--- src/rtl/controle_botoes_pkg.sv ---
// Shared definitions for the pushbutton conditioning stage of the Frere Jacques player.
// Holds the transport state encoding and the debounce defaults.
package controle_botoes_pkg;

    typedef enum logic [1:0] {
        StIdle    = 2'b00,
        StPlaying = 2'b01,
        StPaused  = 2'b10
    } estado_e;

    localparam int unsigned DebounceCyclesDefault = 1000000;
    localparam int unsigned CntWDefault           = 20;

endpackage

--- src/rtl/controle_botoes_if.sv ---
// Button-side and sequencer-side signals of the conditioning stage.
// The master drives the raw buttons; the slave (the DUT) drives the control levels.
interface controle_botoes_if;

    logic       btn_play_n;
    logic       btn_stop_n;
    logic       play;
    logic       stop;
    logic       play_pulse;
    logic       stop_pulse;
    logic [1:0] estado;

    modport master (
        output btn_play_n, btn_stop_n,
        input  play, stop, play_pulse, stop_pulse, estado
    );

    modport slave (
        input  btn_play_n, btn_stop_n,
        output play, stop, play_pulse, stop_pulse, estado
    );

endinterface

--- src/rtl/debounce_botao.sv ---
// One active-low pushbutton: 2-FF synchronizer, debounce counter, stable level
// and a one-cycle strobe on each accepted released->pressed transition.
module debounce_botao
    import controle_botoes_pkg::*;
#(
    parameter int unsigned DEBOUNCE_CYCLES = DebounceCyclesDefault,
    parameter int unsigned CNT_W           = CntWDefault
) (
    input  logic clk_i,
    input  logic rst_ni,
    input  logic btn_n_i,
    output logic pulse_o
);

    localparam logic [CNT_W-1:0] CntMax = CNT_W'(DEBOUNCE_CYCLES - 1);

    logic             sync1_q, sync2_q;
    logic             stable_q, stable_d;
    logic             stable_dly_q;
    logic [CNT_W-1:0] cnt_q, cnt_d;
    logic             pulse_q, pulse_d;

    // Any agreeing cycle restarts the count, so short glitches never flip stable.
    always_comb begin
        cnt_d    = cnt_q;
        stable_d = stable_q;
        if (sync2_q == stable_q) begin
            cnt_d = '0;
        end else if (cnt_q == CntMax) begin
            stable_d = sync2_q;
            cnt_d    = '0;
        end else begin
            cnt_d = cnt_q + 1'b1;
        end
    end

    // Strobe the cycle after stable has fallen.
    assign pulse_d = stable_dly_q & ~stable_q;

    always_ff @(posedge clk_i or negedge rst_ni) begin
        if (!rst_ni) begin
            sync1_q      <= 1'b1;
            sync2_q      <= 1'b1;
            stable_q     <= 1'b1;
            stable_dly_q <= 1'b1;
            cnt_q        <= '0;
            pulse_q      <= 1'b0;
        end else begin
            sync1_q      <= btn_n_i;
            sync2_q      <= sync1_q;
            stable_q     <= stable_d;
            stable_dly_q <= stable_q;
            cnt_q        <= cnt_d;
            pulse_q      <= pulse_d;
        end
    end

    assign pulse_o = pulse_q;

endmodule

--- src/rtl/controle_botoes.sv ---
// Conditions the play/stop pushbuttons and runs the IDLE/PLAYING/PAUSED transport FSM
// whose registered levels drive the sequencer's play and stop inputs.
module controle_botoes
    import controle_botoes_pkg::*;
#(
    parameter int unsigned DEBOUNCE_CYCLES = DebounceCyclesDefault,
    parameter int unsigned CNT_W           = CntWDefault
) (
    input  logic               Clk,
    input  logic               Reset_n,
    controle_botoes_if.slave   bus
);

    logic    play_pulse, stop_pulse;
    estado_e state_q, state_d;
    logic    play_q, stop_q;

    debounce_botao #(
        .DEBOUNCE_CYCLES (DEBOUNCE_CYCLES),
        .CNT_W           (CNT_W)
    ) u_deb_play (
        .clk_i   (Clk),
        .rst_ni  (Reset_n),
        .btn_n_i (bus.btn_play_n),
        .pulse_o (play_pulse)
    );

    debounce_botao #(
        .DEBOUNCE_CYCLES (DEBOUNCE_CYCLES),
        .CNT_W           (CNT_W)
    ) u_deb_stop (
        .clk_i   (Clk),
        .rst_ni  (Reset_n),
        .btn_n_i (bus.btn_stop_n),
        .pulse_o (stop_pulse)
    );

    // Stop has priority over a coincident play press.
    always_comb begin
        state_d = state_q;
        unique case (state_q)
            StIdle:    if (play_pulse) state_d = StPlaying;
            StPlaying: if (play_pulse) state_d = StPaused;
            StPaused:  if (play_pulse) state_d = StPlaying;
            default:   state_d = StIdle;
        endcase
        if (stop_pulse) begin
            state_d = StIdle;
        end
    end

    always_ff @(posedge Clk or negedge Reset_n) begin
        if (!Reset_n) begin
            state_q <= StIdle;
            play_q  <= 1'b0;
            stop_q  <= 1'b1;
        end else begin
            state_q <= state_d;
            play_q  <= (state_d == StPlaying);
            stop_q  <= (state_d == StIdle);
        end
    end

    assign bus.play       = play_q;
    assign bus.stop       = stop_q;
    assign bus.play_pulse = play_pulse;
    assign bus.stop_pulse = stop_pulse;
    assign bus.estado     = state_q;

endmodule

--- src/flat_wrapper.sv ---
// flat-port wrapper written by rule: the top's interface ports become plain ports
module controle_botoes_flat import controle_botoes_pkg::*;
#(
    parameter int unsigned DEBOUNCE_CYCLES = DebounceCyclesDefault,
    parameter int unsigned CNT_W           = CntWDefault
)
  (Clk, Reset_n, bus_btn_play_n, bus_btn_stop_n, bus_play, bus_stop, bus_play_pulse, bus_stop_pulse, bus_estado);
  controle_botoes_if bus_i ();
  input  logic Clk;
  input  logic Reset_n;
  input wire logic [$bits(bus_i.btn_play_n)-1:0] bus_btn_play_n;
  input wire logic [$bits(bus_i.btn_stop_n)-1:0] bus_btn_stop_n;
  output wire logic [$bits(bus_i.play)-1:0] bus_play;
  output wire logic [$bits(bus_i.stop)-1:0] bus_stop;
  output wire logic [$bits(bus_i.play_pulse)-1:0] bus_play_pulse;
  output wire logic [$bits(bus_i.stop_pulse)-1:0] bus_stop_pulse;
  output wire logic [$bits(bus_i.estado)-1:0] bus_estado;
  assign bus_i.btn_play_n = bus_btn_play_n;
  assign bus_i.btn_stop_n = bus_btn_stop_n;
  assign bus_play = bus_i.play;
  assign bus_stop = bus_i.stop;
  assign bus_play_pulse = bus_i.play_pulse;
  assign bus_stop_pulse = bus_i.stop_pulse;
  assign bus_estado = bus_i.estado;
  controle_botoes #(.DEBOUNCE_CYCLES(DEBOUNCE_CYCLES), .CNT_W(CNT_W)) u_core (.Clk(Clk), .Reset_n(Reset_n), .bus(bus_i));
endmodule
--- config.mk ---
export PLATFORM = sky130hd
export DESIGN_NAME = controle_botoes_flat
export DESIGN_NICKNAME = d
export VERILOG_FILES = /design/src/rtl/controle_botoes_pkg.sv /design/src/rtl/controle_botoes_if.sv /design/src/rtl/debounce_botao.sv /design/src/rtl/controle_botoes.sv /design/src/flat_wrapper.sv
export SDC_FILE = /design/constraint.sdc
export NUM_CORES = 1
export LEC_CHECK = 0
export CAP_MARGIN = 20
export CELL_PAD_IN_SITES_DETAIL_PLACEMENT = 0
export CELL_PAD_IN_SITES_GLOBAL_PLACEMENT = 1
export CORE_MARGIN = 2
export CORE_UTILIZATION = 45
export DETAILED_ROUTE_END_ITERATION = 8
export PLACE_DENSITY_LB_ADDON = 0.1
export SETUP_SLACK_MARGIN = 0.02
export SKIP_LAST_GASP = 1
export SYNTH_ARGS = -nofsm -noshare
export SYNTH_HDL_FRONTEND = slang
export SYNTH_SLANG_ARGS = --single-unit
--- constraint.sdc ---
create_clock -name Clk -period 5.65 [get_ports Clk]
set_clock_uncertainty 0.2 [all_clocks]
set_input_delay 1.13 -clock Clk [delete_from_list [all_inputs] [get_ports Clk]]
set_output_delay 1.13 -clock Clk [all_outputs]
set_load 0.05 [all_outputs]
**Word level (Yosys, flattened, before mapping)**

Cells that the tools add are included.

- Reductions and logical operators: 5
- Bitwise gates (word level): 6
- Multiplexer cells: 8
- Eq/ne operators: 7
- Add/sub/neg operators: 2

Operators with widths:

| operator | count |
|---|---|
| 20-bit 2-to-1 mux | 4 |
| 20-bit by 1-bit adder with 20-bit output, second input constant | 2 |
| 20-bit equality test, second input constant | 2 |
| 2-bit 2-to-1 mux | 3 |
| 2-bit by 1-bit equality test with 1-bit output, second input constant | 2 |
| 2-bit zero test | 2 |
| 1-bit NOT | 4 |
| 2-bit case mux with 2 select lines | 1 |
| 2-bit AND reduction | 2 |
| 1-bit AND | 2 |
| 1-bit equality test | 2 |
| 2-bit equality test, second input constant | 1 |
| 2-bit OR reduction | 1 |

- Input bits: 4
- Output and inout bits: 6
- Register bits after elaboration: 54

**Depth between registers and ports, before layout**

Gate-level depths: netlist of run 1.

- Depth after elaboration: 5
- Gate-level depth with buffers: 6
- Depth with buffers taken out: 5

**Hierarchy**

From an unflattened synthesis of run 1, not the netlist that was laid out.

- Cells, all modules: 235
- Area, all modules: 2512.4 µm²

By module, submodules not included:

| module | instances | sequential area each (µm²) | area each (µm²) | cells an instance |
|---|---|---|---|---|
| debounce_botao | 2 | 630.6 | 1176.1 | 111 |
| controle_botoes | 1 | 101.3 | 160.2 | 13 |

**Least setup slack after synthesis of run 1**

OpenSTA, ideal clock, no wires.

- Path kind: register -> register
- Start: register u_core.u_deb_play.cnt_q[6]
- End: register u_core.u_deb_play.cnt_q[10]
- Data arrival time: 1.865 ns
- Stages on the path, launching flop included: 6
- Period minus slack after synthesis: 2.184 ns
- Path slack: 3.466 ns
- Path through: dfrtp_1 > or4b_1 > or4_4 > o21ai_4 > buf_6 > nor2_1

- Cells in the longest elaborated chain, start to end: 3
- Elaborated cells on any way between the ends: 4
- Classes of those cells: add/sub (1); eq/ne (1); mux (2)

RTL lines:

| what | line | RTL |
|---|---|---|
| start: declaration | debounce_botao.sv:20 | `logic [CNT_W-1:0] cnt_q, cnt_d;` |
| start signal: assignment | debounce_botao.sv:53 | `cnt_q <= cnt_d;` |
| 20-bit by 1-bit adder with 20-bit output / 20-bit equality test (equally long branches) | debounce_botao.sv:33, debounce_botao.sv:29 |  |
| 20-bit 2-to-1 mux * | debounce_botao.sv:29 | `end else if (cnt_q == CntMax) begin` |
| 20-bit 2-to-1 mux * | debounce_botao.sv:27 | `if (sync2_q == stable_q) begin` |
| via u_core.u_deb_play.cnt_d[10] | debounce_botao.sv:20 |  |

Mark *: on every way through the listed nets, which the timed path passes. The rest lies on a longest branch.
A chain may end at the register's enable or synchronous reset.

**Worst setup path after layout of run 1**

- Start: register u_core.stop_q, in the netlist u_core.bus.stop
- End: output bus_stop

RTL lines:

| what | line | RTL |
|---|---|---|
| start: declaration | controle_botoes.sv:16 | `logic play_q, stop_q;` |
| start signal: assignment | controle_botoes.sv:60 | `stop_q <= (state_d == StIdle);` |
| end: declaration | flat_wrapper.sv:14 | `output wire logic [$bits(bus_i.stop)-1:0] bus_stop;` |

No word-level cell between the ends.

==> metrics.md, run 1 <==
| Metric | Value |
|---|---|
| Final worst path period need | 2.95 ns |
| Critical Setup Path Class | register to primary output |
| Setup total negative slack | 0 ns |
| Seq pwr share | 61.9% |
| DIE WIDTH | 78.6 um |
| Data required, critical path | 4.32 ns |
| Warnings from Yosys | 0 |
| Remaining antenna violation count | 0 |
| Reg-to-reg endpoint | u_core.u_deb_play.cnt_q[9] |
| Max-capacitance violation count | 0 |
| Initial cell density of the core | 46.0% |
| Area enclosed by the die boundary | 6170 sq um |
| Syn Area/Cell | 10.3 sq um |
| Cell depth of the worst hold path | 0 |
| Max H-tree Level | 2 |
| Largest driver fanout on the critical path | 1 |
| First-pass GRT wire length | 8.00 mm |
| Sort of element at the end of the critical path | primary output |
| Number of buffer and inverter instances along the worst setup path | 1 |
| TritonCTS clock tree | built |
| Max rail drop VDD | 0.117 mV |
| Flops & latches, synth | 54 |
| Area growth, synth to finish | 10.2% |
| Hold Path End | u_core.u_deb_play.sync2_q |
| Share of flip-flops with an asynchronous set or reset | 100% |
| Actual slew at the worst max-slew pin | 0.669 ns |
| Top library cells by usage in the layout, fill and taps aside | 45 x dfrtp_1, 36 x nor2_1, 15 x nand3_1, 15 x xnor2_1, 13 x xor2_1 |
| Worst path top cell family by delay | buffers and inverters |
| Post-detailed-placement half-perimeter wirelength | 2.86 mm |
| Crit-path cells | clkdlybuf4s50_1 |
| CP max stage delay | 0.79 ns |
| Buffers inserted during post-CTS setup optimization | 0 |
| Io pins | 10 |
| Layout cell share with drive strength beyond 1 | 11.0% |
| Vias in the first global route | 1680 |
| FMAX | 339 MHz |
| Final critical-path share of the clock period | 52.2% |
| Number of port buffers | 9 |
| Origin of the critical flop-to-flop path | u_core.u_deb_play.cnt_q[6] |
| Final Setup Violations | 0 |
| Mapped Cells | 242 |
| Worst path slowest cell | clkdlybuf4s50_1 |
| Power dissipated by switching net loads | 0.000143 W |
| Number of antenna violations at the first check in global routing | 0 |
| Avg Vias per Cell | 5.15 |
| Routability-driven placement congestion ratio | 0.742 |
| Arr. time, crit path | 1.62 ns |
| Iteration-0 DRC Markers | 107 |
| Clk_lat worst skew | 0.31 ns |
| Antenna cells | 0 |
| Slew Viols, Final | 0 |
| Combinational Power Share | 3.5% |
| Clock tree root buffer cell | clkbuf_8 |
| Inserted Clock Buffers | 5 |
| Part of the Yosys area used for sequential elements | 54.5% |
| DIE HEIGHT | 78.6 um |
| Internal power consumption | 0.000498 W |
| Power density normalized to cell area | 233 nW/um^2 |
| Netlist Area Pre-Place | 2500 sq um |
| Hold Buf Count CTS | 0 |
| Leakage power of the design | 1.11 nW |
| Layout Cells excl Fill | 327 |
| Remaining global-route overflow | 0 |
| All-Layer GR Usage | 16.5% |
| Worst rel slew slack | 55.4% |
| Most common cell after layout, fill and taps aside | dfrtp_1 |
| Number of nets in the layout | 260 |
| Number of enable flip-flop cells after synthesis | 0 |
| TritonCTS sink count | 54 |
| Primary FF master, synth | dfrtp_1 |
| Cell depth of the worst flop-to-flop path | 4 |
| Unrepaired setup endpoints after global routing | no |
| Type of the most critical hold path | register to register |
| Startpoint of the worst setup timing path | u_core.bus.stop |
| Total iterations of the first detailed-routing run | 4 |
| Core Area | 5440 sq um |
| Cells resized by post-CTS repair | 0 |
| Total number of vias | 1685 |
| Remaining routing DRC violations | 0 |
| Number of cells after detailed placement | 319 |
| Routed wirelength normalized by instance count | 13.2 um |
| Nets in the synthesized netlist | 248 |
| R2R setup slack | 3.25 ns |
| Clock edge transition at the registers on the reported setup and hold paths | 0.09 ns |
| Number of placement rows | 27 |
| Fill cell instance count of the final layout | 536 |
| Largest net degree at the start of global routing | 55 |
| Drt total wl | 4.33 mm |
| Hold path startpoint | u_core.u_deb_play.sync1_q |
| Portion of total power attributed to the clock network | 34.7% |
| Maximum buffer depth of the clock tree | 2 |
| Switching share of power | 22.4% |
| Number of hold violations in the final report | 0 |
| Crit path launch type | register |
| Run status | finished clean |
| Synth unique cells | 37 |
cell usage after synthesis (7+ instances only):
cell | n | share of area (%)
xor2_1 | 13 | 4.6
xnor2_1 | 15 | 5.3
nand4_1 | 10 | 2.5
a21oi_1 | 12 | 2.4
or4_1 | 7 | 2.1
nand3_1 | 15 | 3.0
nor2_1 | 36 | 5.4
dfstp_2 | 9 | 9.5
nand2_1 | 11 | 1.7
nor4_1 | 7 | 1.8
o21ai_0 | 7 | 1.4
dfrtp_1 | 45 | 45
final cells by class:
| class | instances | area [sq um] | share of cell area (%) |
|---|---|---|---|
| inverter | 6 | 22.5 | 0.817 |
| multi-input combinational | 176 | 1090 | 39.5 |
| clock inverter | 1 | 5.00 | 0.182 |
| sequential | 54 | 1360 | 49.5 |
| timing repair buffer | 11 | 100 | 3.63 |
| clock buffer | 7 | 86.3 | 3.13 |
| tap | 72 | 90.1 | 3.27 |
per-layer routing:
metal | global-route usage [%] | routed length, um | vias up | part of all wire, %
li1 | - | - | 880 | -
met1 | 24.0 | 2410 | 784 | 56
met2 | 23.8 | 1740 | 15 | 40
met3 | 3.79 | 113 | 6 | 2.6
met4 | 6.32 | 74 | 0 | 1.7
met5 | 0 | 0 | - | 0
cell families after synthesis:
logic type	after synthesis	synth area share [%]
multiplexers	2	0.900
AND/OR/NAND/NOR	120	26.0
AO/OA/AOI/OAI	24	5.65
XOR/XNOR	28	9.81
buffers and inverters	12	2.20
adder cells (fa/ha/maj)	2	1.00
flip-flops	54	54.5
sequential cells by signal, indices dropped and copies added, names as in the netlist:
register and count:
u_core.u_deb_stop.stable_dly_q 1, u_core.u_deb_stop.stable_q 1, u_core.u_deb_stop.sync1_q 1, u_core.u_deb_play.stable_q 1, u_core.u_deb_play.pulse_o 1, u_core.u_deb_play.sync2_q 1
u_core.u_deb_stop.pulse_o 1, u_core.u_deb_play.stable_dly_q 1, u_core.u_deb_play.cnt_q 20, u_core.bus.stop 1, u_core.bus.estado 2, u_core.u_deb_stop.cnt_q 20
u_core.bus.play 1, u_core.u_deb_stop.sync2_q 1, u_core.u_deb_play.sync1_q 1
power groups by stage:
stage / combinational, W / clock (W) / sequential, W
2_1_floorplan: 0.0000110 / 0 / 0.000403
3_3_place_gp: 0.0000234 / 0 / 0.000404
3_5_place_dp: 0.0000233 / 0 / 0.000405
4_1_cts: 0.0000234 / 0.000231 / 0.000397
5_1_grt: 0.0000267 / 0.000245 / 0.000398
6_report: 0.0000221 / 0.000222 / 0.000397
per-stage QoR:
step	total power, W	area, sq um	hold WS [ns]	setup WS (ns)	util (%)
after floorplan	0.000414	2500	0.145	3.47	-
after global placement	0.000428	2660	0.146	3.04	49.0
after detailed placement	0.000428	2660	0.151	3.04	49.0
after CTS	0.000652	2760	0.168	2.69	50.7
after global routing	0.000670	2760	0.174	2.68	50.7
final	0.000642	2760	0.163	2.70	50.7
worst max path at each step:
stage,end,slack [ns],cells after the start
2_1_floorplan,u_core.u_deb_play.cnt_q[10],3.47,5
3_3_place_gp,bus_stop,3.04,1
3_5_place_dp,bus_stop,3.04,1
4_1_cts,bus_stop,2.69,1
5_1_grt,bus_stop,2.68,1
6_report,bus_stop,2.70,1
(Power assumes the default switching activity.)
==> inputs of run 2 (changes only) <==
- CORE_UTILIZATION: 45 -> 43
- clock period: 5.65 -> 2.7 ns (I/O delays scaled with it)
==> metrics.md, run 2 (synthesized netlist as in run 1, its figures left out) <==
| Metric | Value |
|---|---|
| Routed wirelength normalized by instance count | 14.0 um (+5.7%) |
| Antenna cells | 0 (unchanged) |
| Remaining global-route overflow | 0 (unchanged) |
| Setup total negative slack | 0 ns (unchanged) |
| Seq pwr share | 58.5% (-3.4 points) |
| Data required, critical path | 2.68 ns (-1.64 ns) |
| First-pass GRT wire length | 8.24 mm (+3.0%) |
| Sort of element at the end of the critical path | register |
| Vias in the first global route | 1718 (+2.3%) |
| R2R setup slack | 0.28 ns (-2.97 ns) |
| Minimum hold slack | 0.00884 ns (-0.154 ns) |
| Switching share of power | 21.8% (-0.59 points) |
| Total iterations of the first detailed-routing run | 4 (unchanged) |
| Number of placement rows | 27 (unchanged) |
| Worst-case setup margin in the final layout | 0.281 ns (-2.42 ns) |
| Initial cell density of the core | 44.9% (-1.1 points) |
| Final critical-path share of the clock period | 89.6% |
| Critical Setup Path Class | register to register |
| Startpoint of the worst setup timing path | u_core.u_deb_play.cnt_q[6] |
| Number of hold violations in the final report | 0 (unchanged) |
| Portion of total power attributed to the clock network | 37.9% (+3.2 points) |
| Drt total wl | 4.62 mm (+6.6%) |
| Io pins | 10 (unchanged) |
| CP max stage delay | 0.55 ns (-0.24 ns) |
| Most common cell after layout, fill and taps aside | dfrtp_1 |
| Post-detailed-placement half-perimeter wirelength | 3.10 mm (+8.3%) |
| Run status | finished clean |
| Largest net degree at the start of global routing | 33 (-40%) |
| Clock edge transition at the registers on the reported setup and hold paths | 0.10 ns (about the same) |
| Worst Setup Slack post-DPL | 0.282 ns (-2.76 ns) |
| Area enclosed by the die boundary | 6440 sq um (+4.4%) |
| Area growth, synth to finish | 12.3% |
| Number of port buffers | 9 (unchanged) |
| Internal power consumption | 0.00111 W (+120%) |
| Worst path slowest cell | or4_4 |
| Avg Vias per Cell | 5.40 (+4.8%) |
| Origin of the critical flop-to-flop path | u_core.u_deb_play.cnt_q[6] |
| Reg-to-reg endpoint | u_core.u_deb_play.cnt_q[9] |
| Combinational Power Share | 3.6% (about the same) |
| Max H-tree Level | 2 (unchanged) |
| Core Area | 5570 sq um (+2.5%) |
| Slew Viols, Final | 0 (unchanged) |
| Final worst path period need | 2.42 ns |
| DIE WIDTH | 80.3 um (+2.2%) |
| Max rail drop VDD | 0.265 mV (+130%) |
| Arr. time, crit path | 2.40 ns (+0.78 ns) |
| TritonCTS sink count | 54 (unchanged) |
| Actual slew at the worst max-slew pin | 0.558 ns (-0.111 ns) |
| Largest driver fanout on the critical path | 19 (+18) |
| Cell depth of the worst flop-to-flop path | 4 (unchanged) |
| Total number of vias | 1782 (+5.8%) |
| FMAX | 413 MHz |
| Number of antenna violations at the first check in global routing | 0 (unchanged) |
| Clock tree root buffer cell | clkbuf_8 |
| Layout cell share with drive strength beyond 1 | 12.4% (+1.4 points) |
| Top library cells by usage in the layout, fill and taps aside | 45 x dfrtp_1, 36 x nor2_1, 15 x nand3_1, 15 x xnor2_1, 13 x xor2_1 |
| Unrepaired setup endpoints after global routing | no |
| Hold Buf Count CTS | 0 (unchanged) |
| Remaining routing DRC violations | 0 (unchanged) |
| Cells resized by post-CTS repair | 0 (unchanged) |
| Power density normalized to cell area | 506 nW/um^2 (+120%) |
| Iteration-0 DRC Markers | 122 (+14%) |
| TritonCTS clock tree | built |
| Number of nets in the layout | 263 (+1.2%) |
| Crit path launch type | register |
| Remaining antenna violation count | 0 (unchanged) |
| All-Layer GR Usage | 16.4% (-0.075 points) |
| Clk_lat worst skew | 0.31 ns (about the same) |
| Maximum buffer depth of the clock tree | 2 (unchanged) |
| Leakage power of the design | 1.14 nW (+2.6%) |
| DIE HEIGHT | 80.3 um (+2.2%) |
| Max-capacitance violation count | 0 (unchanged) |
| Buffers inserted during post-CTS setup optimization | 0 (unchanged) |
| Crit-path cells | or4b_1 > or4_4 > o21ai_4 > nor2_1 |
| Power dissipated by switching net loads | 0.000309 W (+120%) |
| Type of the most critical hold path | input pin to asynchronous set/reset pin |
| Worst rel slew slack | 62.8% (+7.4 points) |
| Final Setup Violations | 0 (unchanged) |
| Routability-driven placement congestion ratio | 0.770 (+3.9%) |
| Inserted Clock Buffers | 5 (unchanged) |
[run 2: routing by layer]
metal | part of all wire [%] | up-vias | track usage (%)
li1 | - | 885 | -
met1 | 54 | 874 | 25.1
met2 | 42 | 19 | 23.2
met3 | 3.0 | 4 | 3.71
met4 | 0.84 | 0 | 4.58
met5 | 0 | - | 0
[run 2: layout make-up]
cell class              instances  area, sq um
clock inverters                 3         40.0
flip-flops and latches         54         1360
fillers                       533         2770
clock buffers                   5         68.8
well taps                      72         90.1
multi-input cells             176         1090
repair buffers                 14          135
inverters                       6         22.5
[run 2: critical path, delay by kind of cell, from the launching register on]
| kind | cells | cell delay [ns] |
|---|---|---|
| and+or+nand+nor | 3 | 1.19 |
| DFF | 1 | 0.44 |
| AOI/OAI and AO/OA | 1 | 0.46 |
[run 2: metrics by stage]
stage / cells / utilization, % / area (sq um) / total power (W)
2_1_floorplan: 242 / - / 2500 / 0.000867
3_3_place_gp: 322 / 48.4 / 2700 / 0.000899
3_5_place_dp: 322 / 48.4 / 2700 / 0.000900
4_1_cts: 330 / 50.4 / 2810 / 0.00144
5_1_grt: 330 / 50.4 / 2810 / 0.00148
6_report: 330 / 50.4 / 2810 / 0.00142
[run 2: worst max path at each step]
stage,end,slack [ns],depth (start not counted)
after floorplan,u_core.u_deb_play.cnt_q[10],0.52,5
after global placement,u_core.u_deb_play.cnt_q[7],0.33,4
after detailed placement,u_core.u_deb_play.cnt_q[9],0.28,4
after CTS,u_core.u_deb_play.cnt_q[9],0.26,4
after global routing,u_core.u_deb_play.cnt_q[5],0.18,4
final,u_core.u_deb_play.cnt_q[9],0.28,4
[run 2: power by group through the flow]
stage	combinational [W]	clock, W	sequential, W
final	0.0000507	0.000539	0.000831
after global routing	0.0000607	0.000590	0.000833
after CTS	0.0000529	0.000557	0.000831
after detailed placement	0.0000529	0	0.000847
after global placement	0.0000526	0	0.000846
after floorplan	0.0000230	0	0.000844
